[src/rtl/sys_defs.sv]
// Shared definitions for the FFT input buffer: frame geometry, the sample bus,
// the per-bank state encoding and the bit-reversal helper.
package sys_defs;

  localparam int unsigned FFT_N      = 64;
  localparam int unsigned LOG2_N     = $clog2(FFT_N);
  localparam int unsigned DATA_WIDTH = 32;
  // Widest counter bitrev() can handle; callers pass the live width.
  localparam int unsigned BITREV_W   = 16;

  typedef struct packed {
    logic                  valid;
    logic [DATA_WIDTH-1:0] data;
  } DATA_BUS;

  typedef enum logic [1:0] {
    EMPTY    = 2'd0,
    FILLING  = 2'd1,
    FULL     = 2'd2,
    DRAINING = 2'd3
  } BANK_STATE;

  // Reverse the low nbits of v; bits above nbits come back as zero.
  function automatic logic [BITREV_W-1:0] bitrev(input logic [BITREV_W-1:0] v,
                                                 input int unsigned nbits = LOG2_N);
    logic [BITREV_W-1:0] r;
    r = '0;
    for (int unsigned i = 0; i < BITREV_W; i++) begin
      if (i < nbits) r[i] = v[nbits-1-i];
    end
    return r;
  endfunction

endpackage

[src/rtl/fft_input_buffer_sdp_ram.sv]
// Simple dual-port RAM: one write port, one registered read port, same clock.
module sdp_ram #(
  parameter int unsigned DEPTH = 128,
  parameter int unsigned WIDTH = 32
) (
  input  logic                     clock,
  input  logic                     we,
  input  logic [$clog2(DEPTH)-1:0] waddr,
  input  logic [WIDTH-1:0]         wdata,
  input  logic                     re,
  input  logic [$clog2(DEPTH)-1:0] raddr,
  output logic [WIDTH-1:0]         rdata
);

  logic [WIDTH-1:0] mem [DEPTH];
  logic [WIDTH-1:0] rdata_q;

  // Write port.
  always_ff @(posedge clock) begin
    if (we) mem[waddr] <= wdata;
  end

  // Registered read port; holds its last value when not enabled.
  always_ff @(posedge clock) begin
    if (re) rdata_q <= mem[raddr];
  end

  assign rdata = rdata_q;

endmodule

[src/rtl/fft_input_buffer.sv]
// Ping-pong frame assembler in front of the FFT core. Samples are written
// (optionally bit-reversed) into one bank while the other bank is replayed in
// address order under the fft_ready handshake.
module fft_input_buffer #(
  parameter int unsigned FFT_N      = 64,
  parameter int unsigned DATA_WIDTH = 32,
  parameter int unsigned BIT_REV    = 1
) (
  input  logic             clock,
  input  logic             reset,
  input  sys_defs::DATA_BUS data_in,
  output logic             is_ready,
  input  logic             fft_ready,
  output sys_defs::DATA_BUS data_out,
  output logic             frame_start,
  output logic             frame_last,
  output logic             overflow
);

  import sys_defs::*;

  localparam int unsigned AW = $clog2(FFT_N);
  localparam int unsigned FW = AW + 2;
  localparam logic [AW-1:0] CNT_LAST = AW'(FFT_N - 1);

  BANK_STATE bank_q [2];
  BANK_STATE bank_d [2];
  logic          wr_bank_q, wr_bank_d;
  logic          rd_bank_q, rd_bank_d;
  logic [AW-1:0] wr_cnt_q, wr_cnt_d;
  logic [AW-1:0] rd_cnt_q, rd_cnt_d;
  logic          out_valid_q, out_valid_d;
  logic          start_q, start_d;
  logic          last_q, last_d;
  logic          overflow_q, overflow_d;

  logic                  writable;
  logic                  wr_en;
  logic                  rd_en;
  logic [BITREV_W-1:0]   wr_rev;
  logic [AW-1:0]         wr_idx;
  logic [FW-1:0]         free;
  logic [DATA_WIDTH-1:0] rdata;

  // Write addressing, free-slot count and back-pressure.
  always_comb begin
    writable = (bank_q[wr_bank_q] == EMPTY) || (bank_q[wr_bank_q] == FILLING);
    wr_en    = data_in.valid && writable;
    wr_rev   = bitrev(BITREV_W'(wr_cnt_q), AW);
    wr_idx   = (BIT_REV != 0) ? wr_rev[AW-1:0] : wr_cnt_q;
    free     = '0;
    if (writable) free = FW'(FFT_N) - FW'(wr_cnt_q);
    if (bank_q[~wr_bank_q] == EMPTY) free = free + FW'(FFT_N);
    // The sample granted last cycle may be sitting on data_in now, so one
    // extra slot must remain beyond it before granting another.
    is_ready = !reset && (free > FW'(data_in.valid));
    rd_en    = (bank_q[rd_bank_q] == DRAINING) && fft_ready;
  end

  // Next-state for banks, counters and output flags. The write side only
  // touches EMPTY/FILLING banks and the read side only FULL/DRAINING ones,
  // so their updates to bank_d never collide.
  always_comb begin
    bank_d      = bank_q;
    wr_bank_d   = wr_bank_q;
    rd_bank_d   = rd_bank_q;
    wr_cnt_d    = wr_cnt_q;
    rd_cnt_d    = rd_cnt_q;
    overflow_d  = overflow_q | (data_in.valid && !writable);
    out_valid_d = rd_en;
    start_d     = rd_en && (rd_cnt_q == '0);
    last_d      = rd_en && (rd_cnt_q == CNT_LAST);

    if (wr_en) begin
      if (wr_cnt_q == CNT_LAST) begin
        bank_d[wr_bank_q] = FULL;
        wr_bank_d         = ~wr_bank_q;
        wr_cnt_d          = '0;
      end else begin
        bank_d[wr_bank_q] = FILLING;
        wr_cnt_d          = wr_cnt_q + 1'b1;
      end
    end

    if (bank_q[rd_bank_q] == FULL) bank_d[rd_bank_q] = DRAINING;

    if (rd_en) begin
      if (rd_cnt_q == CNT_LAST) begin
        bank_d[rd_bank_q] = EMPTY;
        rd_bank_d         = ~rd_bank_q;
        rd_cnt_d          = '0;
      end else begin
        rd_cnt_d = rd_cnt_q + 1'b1;
      end
    end
  end

  // State registers with synchronous reset.
  always_ff @(posedge clock) begin
    if (reset) begin
      bank_q[0]   <= EMPTY;
      bank_q[1]   <= EMPTY;
      wr_bank_q   <= 1'b0;
      rd_bank_q   <= 1'b0;
      wr_cnt_q    <= '0;
      rd_cnt_q    <= '0;
      out_valid_q <= 1'b0;
      start_q     <= 1'b0;
      last_q      <= 1'b0;
      overflow_q  <= 1'b0;
    end else begin
      bank_q      <= bank_d;
      wr_bank_q   <= wr_bank_d;
      rd_bank_q   <= rd_bank_d;
      wr_cnt_q    <= wr_cnt_d;
      rd_cnt_q    <= rd_cnt_d;
      out_valid_q <= out_valid_d;
      start_q     <= start_d;
      last_q      <= last_d;
      overflow_q  <= overflow_d;
    end
  end

  sdp_ram #(
    .DEPTH (2 * FFT_N),
    .WIDTH (DATA_WIDTH)
  ) u_ram (
    .clock (clock),
    .we    (wr_en && !reset),
    .waddr ({wr_bank_q, wr_idx}),
    .wdata (data_in.data),
    .re    (rd_en && !reset),
    .raddr ({rd_bank_q, rd_cnt_q}),
    .rdata (rdata)
  );

  // The RAM read register is not reset, so gate its data with the valid flag.
  always_comb begin
    data_out.valid = out_valid_q;
    data_out.data  = out_valid_q ? rdata : '0;
    frame_start    = start_q;
    frame_last     = last_q;
    overflow       = overflow_q;
  end

endmodule

[config.mk]
export PLATFORM = sky130hd
export DESIGN_NAME = fft_input_buffer
export DESIGN_NICKNAME = d
export VERILOG_FILES = /design/src/rtl/sys_defs.sv /design/src/rtl/fft_input_buffer_sdp_ram.sv /design/src/rtl/fft_input_buffer.sv
export SDC_FILE = /design/constraint.sdc
export NUM_CORES = 2
export LEC_CHECK = 0
export CORE_UTILIZATION = 40
export DETAILED_ROUTE_END_ITERATION = 7
export PLACE_DENSITY = 0.54
export SYNTH_ARGS = -nofsm -noshare
export SYNTH_HDL_FRONTEND = slang
export SYNTH_HIERARCHICAL = 1
export SYNTH_SLANG_ARGS = --single-unit
[constraint.sdc]
create_clock -name clock -period 15.05 [get_ports clock]
set_clock_uncertainty 0.05 [all_clocks]
set_input_delay 3.01 -clock clock [delete_from_list [all_inputs] [get_ports clock]]
set_output_delay 3.01 -clock clock [all_outputs]
set_load 0.03 [all_outputs]
==> metrics <==
status=complete, no violations; Primary FF master, synth=edfxtp_1; Placed Cells=11300; Starting Density=40.2%; Netlist cell types=40; multi-input logic area=0.0331 mm²; Initial DRC Count=8285; Worst path most repeated cell=clkdlybuf4s50_1; final non-filler cell total=12200; syn nets=6203; cell area after synthesis=0.158 mm²; synthesized flop and latch total=4150; Critical Path RT=11.99 ns; # nets final=6590; area delta synth->final=13.9%; Startpoint Class=input port; most common cell in the netlist=edfxtp_1; Area contributors post-synth=edfxtp_1 (78%), mux4_2 (19%), clkbuf_1 (0.45%), nor2_1 (0.33%), dfxtp_1 (0.28%); # hold bufs at CTS=0; CP endpoint kind=output pin; total congestion overflow=0; worst setup path class=in -> out; core footprint=0.393 mm²; fin crit share=55.1%; die area=0.397 mm²; asr flop ratio synth=0%; Gates resized, CTS repair=0; worst-path maximum fanout=9; Vias=70000; max-slew violations=0; number of global-route vias before repair=71300; Num CTS Buffers=421; synth cell count leaders=edfxtp_1 (4128), mux4_2 (1344), clkbuf_1 (189); min setup slack post-route=6.75 ns; Chip Width=630 µm; routed wire length=414000 µm; Mapped Cells=6162; Max-slew headroom=20.8%; final hold violations=0; H-tree depth=5; I/O Buffers=72; Clock Tree Root=clkbuf_16; Synth Warn #=6; Final ANT Viol Nets=0; fillers=32100; GP Congestion=0.783; drt drc=0; critical path arrival=5.24 ns; wire per inst=34.0 µm; LEAKAGE=52.4 nW; vias per cell=5.76; Final TNS setup=0 ns; Final min period=8.30 ns; first-pass GRT wire length=574000 µm; area leader, netlist=edfxtp_1; Crit path largest cell delay=0.74 ns; layout cells sized above 1=33.7%; initial antenna violation count=60; worst slew pin tran=1.19 ns; average cell area after synthesis=25.6 µm²; sequential area share after synthesis=78.8%; chip height=630 µm; Post-synth EDFFs=4128; Final setup viols=0; RSZ-0062 raised after global routing=no; Peak Freq=120 MHz; Top-Level Pins=73; pre-CTS setup slack=6.63 ns; Total GRT Usage=20.7%; register area=0.124 mm²; Clock Pin Slew Worst Setup and Hold Paths=0.06 ns; peak supply drop=0.113 mV; Worst-Skew Late Latency=0.96 ns; Clock Sinks=4150; post-synth top area share=78.5%; sequence of cells on the critical path=clkdlybuf4s50_1 -> ha_1 -> nor2_1 -> a211oi_1 -> o22ai_1 -> clkdlybuf4s50_1; max-cap violations=0; TritonRoute pass-1 iters=5; CTS tree=done; Critical-path top delay cell=clkdlybuf4s50_1; largest net degree at the start of global routing=148; hold crit path type=reg -> reg; post-CTS setup buffer count=0; total power=23.2 mW; Site Rows=230; Final HPWL DP=233000 µm; clock buffer depth=4; PD cells=129 mW/mm²
area by class of cell:
class | count | share of cell area [%]
timing repair buffer | 289 | 1.35
clock buffer | 531 | 6.24
clock inverter | 242 | 1.15
multi-input combinational | 1678 | 18.4
tap | 5220 | 3.63
sequential | 4150 | 69.2
antenna | 32 | 0.0445
inverter | 9 | 0.0188
metrics by stage:
stage          hold slack (ns)  util [%]  cell area [µm²]
2_1_floorplan            0.446         -           158000
3_3_place_gp             0.420      42.4           167000
3_5_place_dp             0.416      42.4           167000
4_1_cts                  0.436      45.8           180000
5_1_grt                  0.466      45.8           180000
6_report                 0.432      45.8           180000
final timing paths:
check,slack [ns],to,cells after the start,start
hold / removal,0.43,overflow,2,overflow
setup reg to reg,9.08,u_ram/rdata[25],7,rd_cnt_q[2]
hold reg to reg,0.43,overflow,2,overflow
setup / recovery,6.75,is_ready,6,data_in[32]
cell families after synthesis:
logic type / Yosys count / share of synthesized area, %
buffers and inverters: 334 / 0.880
and+or+nand+nor: 259 / 0.741
DFF: 4150 / 78.8
adders and majority gates: 5 / 0.0396
muxes: 1378 / 19.4
xor gates and xnor gates: 5 / 0.0277
AOI/OAI and AO/OA: 31 / 0.124
worst max-delay path, delay by kind of cell:
family / cells / cell delay (ns)
fa+ha+maj: 1 / 0.30
buf+inv: 2 / 1.45
compound gates: 2 / 0.36
simple gates: 1 / 0.11
report_power, final:
part           internal, mW  total [mW]  switching, mW
Combinational        0.0576       0.362          0.305
Clock                  5.82        10.2           4.33
Sequential             12.7        12.7        0.00693
state kept, by name, indices dropped and copies added (netlist names):
signal       flops
wr_cnt_q         6
out_valid_q      1
u_ram/rdata     32
frame_last       1
rd_bank_q        1
frame_start      1
rd_cnt_q         6
u_ram/mem     4096
wr_bank_q        1
bank_q           4
overflow         1
placed cells by master, fill, tap and decap left out, types with 5 or more instances in the layout:
| cell type | count |
|---|---|
| bufinv_16 | 33 |
| clkinv_2 | 57 |
| mux4_2 | 1344 |
| nand4_1 | 5 |
| buf_12 | 13 |
| clkdlybuf4s50_1 | 40 |
| nor3_2 | 9 |
| nor2b_1 | 7 |
| nor2_4 | 120 |
| inv_1 | 9 |
| xnor2_1 | 5 |
| nor2_1 | 17 |
| ha_1 | 5 |
| dfxtp_1 | 15 |
| clkinv_1 | 121 |
| nand3_1 | 21 |
| edfxtp_1 | 4128 |
| mux2_2 | 33 |
| nand2_1 | 23 |
| buf_4 | 236 |
| clkbuf_1 | 95 |
| clkinvlp_4 | 10 |
| clkbuf_16 | 432 |
| dfxtp_4 | 6 |
| diode_2 | 32 |
| inv_6 | 11 |
| and2_1 | 33 |
| a21oi_1 | 12 |
metal layers:
layer  share of wire (%)  vias to the layer above  wire (µm)  track usage, %
met5               0.017                        -         71               0
met2                  50                     2560     208000            34.7
li1                    -                    27900          -               -
met1                  41                    39100     168000            28.9
met3                 6.6                      467      27400            2.78
met4                 2.3                       10       9560            5.05
No activity file was read; power rests on OpenSTA's default activity.
